[src/rtl/led_breather.sv]
`default_nettype none
// +--------------------------------------------------------------------------+
// | led_breather: tick-stepped breathing ramp driving a free-running PWM LED. |
// | Optional LED_BREATHER_GAMMA_EN selects a square-law duty source.          |
// | Revision: 1.0                                                             |
// +--------------------------------------------------------------------------+
module led_breather #(
  parameter int PWM_BITS   = 8,
  parameter int HOLD_TICKS = 32
) (
  input  logic                clk,
  input  logic                reset_n,
  input  logic                enable,
  input  logic                tick,
  output logic                led,
  output logic [PWM_BITS-1:0] level,
  output logic [2:0]          state
);

  typedef enum logic [2:0] {
    S_IDLE    = 3'd0,
    S_RISE    = 3'd1,
    S_HOLD_HI = 3'd2,
    S_FALL    = 3'd3,
    S_HOLD_LO = 3'd4
  } state_t;

  localparam logic [PWM_BITS-1:0] c_full = '1;
  localparam logic [PWM_BITS-1:0] c_one  = PWM_BITS'(1);
  localparam logic [15:0]         c_hold = 16'(HOLD_TICKS);

  state_t              r_state;
  logic [PWM_BITS-1:0] r_level;
  logic [15:0]         r_hold;
  logic [PWM_BITS-1:0] r_pwm_cnt;
  logic [PWM_BITS-1:0] r_duty_q;
  logic                r_led;
  logic [15:0]         w_hold_inc;
  logic [PWM_BITS-1:0] w_duty;

  assign w_hold_inc = r_hold + 16'd1;

`ifdef LED_BREATHER_GAMMA_EN
  // Full-width square, keep the upper half: (level*level) >> PWM_BITS.
  logic [2*PWM_BITS-1:0] w_prod;
  assign w_prod = {{PWM_BITS{1'b0}}, r_level} * {{PWM_BITS{1'b0}}, r_level};
  assign w_duty = w_prod[2*PWM_BITS-1:PWM_BITS];
`else
  assign w_duty = r_level;
`endif

  always_ff @(posedge clk or negedge reset_n) begin
    if (!reset_n) begin
      r_state   <= S_IDLE;
      r_level   <= '0;
      r_hold    <= '0;
      r_pwm_cnt <= '0;
      r_duty_q  <= '0;
      r_led     <= 1'b0;
    end else begin
      r_pwm_cnt <= r_pwm_cnt + c_one;
      r_led     <= (r_pwm_cnt < r_duty_q);
      // Duty only changes at the period boundary so no PWM period is cut short.
      if (r_pwm_cnt == c_full) begin
        r_duty_q <= w_duty;
      end

      if (!enable) begin
        r_state <= S_IDLE;
        r_level <= '0;
        r_hold  <= '0;
      end else begin
        case (r_state)
          S_IDLE: begin
            r_state <= S_RISE;
          end
          S_RISE: begin
            if (tick) begin
              r_level <= r_level + c_one;
              if (r_level == c_full - c_one) begin
                r_state <= S_HOLD_HI;
                r_hold  <= '0;
              end
            end
          end
          S_HOLD_HI, S_HOLD_LO: begin
            if (tick) begin
              if (w_hold_inc == c_hold) begin
                r_state <= (r_state == S_HOLD_HI) ? S_FALL : S_RISE;
                r_hold  <= '0;
              end else begin
                r_hold <= w_hold_inc;
              end
            end
          end
          S_FALL: begin
            if (tick) begin
              r_level <= r_level - c_one;
              if (r_level == c_one) begin
                r_state <= S_HOLD_LO;
                r_hold  <= '0;
              end
            end
          end
          default: begin
            r_state <= S_IDLE;
            r_level <= '0;
            r_hold  <= '0;
          end
        endcase
      end
    end
  end

  assign led   = r_led;
  assign level = r_level;
  assign state = r_state;

endmodule
`default_nettype wire

[config.mk]
export PLATFORM = sky130hd
export DESIGN_NAME = led_breather
export DESIGN_NICKNAME = d
export VERILOG_FILES = /design/src/rtl/led_breather.sv
export SDC_FILE = /design/constraint.sdc
export NUM_CORES = 1
export LEC_CHECK = 0
export BUFFER_PORTS_ARGS = -buffer_cell sky130_fd_sc_hd__buf_2
export CAP_MARGIN = 5
export CORE_UTILIZATION = 46
export CTS_CLUSTER_SIZE = 20
export DETAILED_ROUTE_END_ITERATION = 10
export SYNTH_ARGS = -nofsm -noshare
export SYNTH_HDL_FRONTEND = slang
export SYNTH_SLANG_ARGS = --single-unit
[constraint.sdc]
create_clock -name clk -period 2.35 [get_ports clk]
set_input_delay 0.3525 -clock clk [delete_from_list [all_inputs] [get_ports clk]]
set_output_delay 0.3525 -clock clk [all_outputs]
set_load 0.02 [all_outputs]
; ---- Yosys cells after proc, flatten, opt, wreduce, memory -nomap -nowiden
; Cells that the tools add are included.
[word_totals]
reg_bits = 44
latchBits = 0
ram_bits = 0
romBits = 0
output_inout_bits = 12
word_cells = 54
mem_count = 0
[classes]
n_addsub = 4
mul = 0
div = 0
magnitude_cmp = 1
n_eq_ne = 16
n_shift = 0
mux = 21
n_bitwise = 0
n_reduce_logical = 6
[ops]
columns = operator, n
row1 = $mux W16, 7
row2 = $pmux W16 S4, 1
row3 = $mux W8, 3
row4 = $pmux W8 S3, 1
row5 = $mux W3, 7
row6 = $ne A3 B3 Y1 const B, 6
row7 = $add A16 B1 Y16 const B, 1
row8 = $add A8 B1 Y8 const B, 2
row9 = $eq A16 B6 Y1 const B, 1
row10 = $eq A8 B8 Y1 const B, 2
row11 = $pmux W3 S4, 1
row12 = $reduce_and A6 Y1, 2
row13 = $eq A8 B1 Y1 const B, 1
row14 = $lt A8 B8 Y1, 1
row15 = $sub A8 B1 Y8 const B, 1
row16 = $eq A3 B2 Y1 const B, 2
row17 = $ne A2 B2 Y1 const B, 2
row18 = $eq A3 B1 Y1 const B, 1
row19 = $eq A3 B3 Y1 const B, 1
row20 = $logic_not A3 Y1, 1
row21 = $reduce_and A3 Y1, 1
row22 = $reduce_or A3 Y1, 1
row23 = $mux W2, 1
row24 = $reduce_or A2 Y1, 1

; ---- Logic depth before layout (Yosys ltp)
[depth]
ltp_word = 6
ltp_mapped = 10

; ---- Worst setup path after synthesis
; Ideal clock, no wire load.
[synth_path]
kind = reg2reg
start = register r_level[0], in the netlist level[0]
end = register r_hold[6]
arrival_ps = 2057
required_time_ps = 2255
path_slack_ps = 197
stages_incl_launch_ff = 11
path_buffers = 3
cell_sequence = dfrtp_1 > clkbuf_1 > inv_1 > ha_1 > nand2_1 > nor4_1 > o32ai_1 > buf_2 > clkbuf_1 > o21ai_0 > o31ai_1
[synth_between]
elab_chain_cells = 3
word_cells_on_any_way = 5
classes_between = eq/ne: 4 / reduce/logical: 1
[synth_lines]
columns = item, line
row1 = from (decl), 33  ; logic [PWM_BITS-1:0] r_level;
row2 = from (signal assigned), 79  ; r_level <= r_level + c_one;
row3 = from (signal assigned), 98  ; r_level <= r_level - c_one;
row4 = $eq A8 B1 Y1 / $eq A8 B8 Y1 (equally long branches), "99, 80"
row5 = $ne A3 B3 Y1 (no line), -
row6 = $reduce_and A6 Y1 (no line) *, -
row7 = to (signal assigned), 92  ; r_hold <= w_hold_inc;
row8 = to (decl), 34  ; logic [15:0] r_hold;
; Every way passes the cells marked *; elsewhere a longest branch is shown, timed or not.
; A chain may end at the register's enable or synchronous reset.

; ---- Worst setup path in the final report
[layout_path]
start = register r_hold[0]
end = register r_hold[8]
[layout_between]
elab_chain_cells = 6
[layout_lines]
columns = item, line
row1 = $add A16 B1 Y16 *, 41  ; assign w_hold_inc = r_hold + 16'd1;
row2 = $eq A16 B6 Y1, 88  ; if (w_hold_inc == c_hold) begin
row3 = $mux W16 *, 88
row4 = $mux W16 *, 87  ; if (tick) begin
row5 = $pmux W16 S4 *, 73  ; case (r_state)
row6 = $mux W16 *, 68  ; if (!enable) begin
; Every way passes the cells marked *; elsewhere a longest branch is shown, timed or not. The select of a mux whose other input is x is not followed.

==> out/metrics.csv <==
metric,value,unit
power_density,708,nW/um^2
ys_warn_count,0,
seq_area_frac_synth,41.1,%
p_int,1360,uW
rows,27,
min_period,2210,ps
synthesis.area,2680,sq um
rsz0062_at_grt,false,
whs,102,ps
async_flop_share,100,%
place.gp.congestion,0.810,
cp-start-kind,flip-flop,
yosysTopAreaCell,dfrtp_1,
synth_top_area_share,41.1,%
p_comb_share,30.2,%
htreeDepth,2,
crit_path_top_delay_cell,dfrtp_1,
hp-class,input pin to asynchronous set/reset pin,
clkPwrFrac,28.2,%
start_util,48.3,%
grt_max_degree,45,
cts.sinks,44,
worst_pin_slew,572,ps
diodes,0,
crit_fanout,6,
drive_gt1_share,16.3,%
rr_startpoint,r_hold[0],
switching_share,35.7,%
min_period_over_period,93.8,%
route.vias.total,2211,
synthCells,301,
synth_nets,318,
skew,7.16,ps
path_cells,ha_1 > nand4_1 > nor4_1 > mux2_4 > o221ai_2 > buf_4 > nand2_2 > o41ai_2,
crit_required,2550,ps
cts-root-buf,clkbuf_8,
cts_tree,yes,
drv_cap,0,
io_pins,16,
timing.final.hold_violations,0,
die_height,78.3,um
relSlewSlack,61.8,%
fin_tns_setup,0,ps
io_buffers,15,
synth-edff-count,0,
vias_per_cell,5.64,
status,finished clean,
synth.area.top_cells,"dfrtp_1 (41%), ha_1 (6.1%), o21ai_0 (5.4%)",
grt_pass1_wl,9490,um
irDropWorstVdd,0.506,mV
insertion_delay,300,ps
cts_buffers,5,
final_nets,336,
gr-usage-all-layers,19.8,%
critPathArrivalTime,2410,ps
critPathBufInv,1,
clock_path_buffers,2,
timing.rr.end,r_hold[8],
critical_path.max_stage_delay,430,ps
r2r_setup_slack,140,ps
seqPwrFrac,41.6,%
cp_num_cells,8,
synth_seq_cells,44,
die_x,78.3,um
path_class,flip-flop to flip-flop,
drc,0,
grt-ovfl-total,0,
drtIter0Drc,170,
wl_per_cell,14.3,um
leakagePower,0.00129,uW
antenna_found_initial,0,
cp-endpoint,r_hold[8],
crit_family,compound AO/OA/AOI/OAI gates,
worstSetupStartpoint,r_hold[0],
die-area,6130,sq um
path_clk_slew,90,ps
endpoint_kind,flip-flop,
utilization,53.9,%
ys.flop_type,dfrtp_1,
dp_hpwl,3940,um
max_freq,453,MHz
r2r_cells,8,
grt_pass1_vias,2008,
syn_to_final_growth,11.5,%
final.setup.worst_slack,145,ps
power,2110,uW
slew_violations,0,
p_sw,753,uW
wl,5610,um
drt_pass1_iterations,5,
place_ws,132,ps
ant_nets,0,
final-setup-viol-count,0,
nFillCells,537,
syn_avg_cell_area,8.89,sq um
synth_cell_types,51,
core_area,5540,sq um
how the worst min path moves through the flow:
stage	from	endpoint	slack, ps	cells after the start
after detailed placement	reset_n	r_pwm_cnt[3]	460	2
after floorplan	reset_n	led	60	0
after global routing	reset_n	r_pwm_cnt[5]	160	2
final	reset_n	r_pwm_cnt[4]	100	2
after CTS	reset_n	r_pwm_cnt[4]	140	2
after global placement	reset_n	r_pwm_cnt[2]	470	2
repair_timing:
action,CTS,global route
hold buffers,0,0
setup endpoints to repair,0,10
resized for setup,0,2
setup buffers,0,2
power groups by stage:
stage | registers, uW | clock network (uW) | logic (uW)
global route | 888 | 651 | 712
detailed placement | 892 | 0 | 637
finish | 879 | 596 | 637
floorplan | 915 | 0 | 414
CTS | 876 | 611 | 641
global placement | 890 | 0 | 634
layout make-up:
cell class | count | area (sq um) | area share, %
multi-input cells | 222 | 1440 | 48.2
flip-flops and latches | 44 | 1100 | 36.9
repair buffers | 28 | 173 | 5.79
well taps | 72 | 90.1 | 3.02
clock buffers | 5 | 68.8 | 2.31
inverters | 18 | 67.6 | 2.26
clock inverters | 3 | 46.3 | 1.55
worst register-to-register path, cell delays in order, from the launching register on:
cell and delay [ps]:
dfrtp_1 430, ha_1 230, nand4_1 240, nor4_1 100, mux2_4 280, o221ai_2 320
buf_4 190, nand2_2 60, o41ai_2 270
metal layers:
| metal | global-route usage, % | wire (um) |
|---|---|---|
| met2 | 28.9 | 2360 |
| met5 | 0 | 0 |
| met4 | 6.67 | 68 |
| met1 | 29.1 | 3050 |
| met3 | 3.60 | 139 |
placed cells by master (no fill, tap or decap), types with 3 or more instances in the layout:
master    count
and3_1        7
ha_1         13
inv_1        18
nor2b_1       3
mux2i_1       4
a31oi_1       3
nor3_1        8
buf_2        15
or3_1         4
and4_1        3
o31ai_1       9
buf_4        13
and2_1        5
nor4_1        5
clkbuf_8      5
a21oi_1      14
dfrtp_1      44
nand2b_1      5
nand4_1      10
a21o_1        4
o21ai_0      29
nand2_1      30
xnor2_1       6
nand3_1      12
nor2_1       15
through the flow:
step	area, sq um	std cells
after floorplan	2680	301
after global placement	2840	382
after detailed placement	2840	382
after CTS	2960	390
after global routing	2980	392
final	2980	392
sequential cells by signal, indices dropped and copies added, names as in the netlist:
name / count
state: 3
r_duty_q: 8
r_hold: 16
led: 1
level: 8
r_pwm_cnt: 8
synth_stat cells (all sizes together) (4+ instances only):
library cell / instances
clkbuf: 10
o21ai: 29
nor2: 16
o31ai: 9
nor4: 6
dfrtp: 44
inv: 18
a21o: 4
mux2i: 4
nand3: 12
or3: 4
a21oi: 15
and3: 7
nand2b: 5
xnor2: 6
and2: 5
buf: 7
nand2: 32
nand4: 10
ha: 13
nor3: 9
cell families (layout without fill, tap and decap cells):
logic type      Yosys count  after routing  share of synthesized area [%]
mux                       7              7                           2.90
compound gates           75             75                           18.0
flops                    44             44                           41.1
buf+inv                  35             54                           5.84
xor+xnor                  8              8                           2.62
simple gates            119            119                           23.4
fa+ha+maj                13             13                           6.08
(Power assumes the default switching activity.)
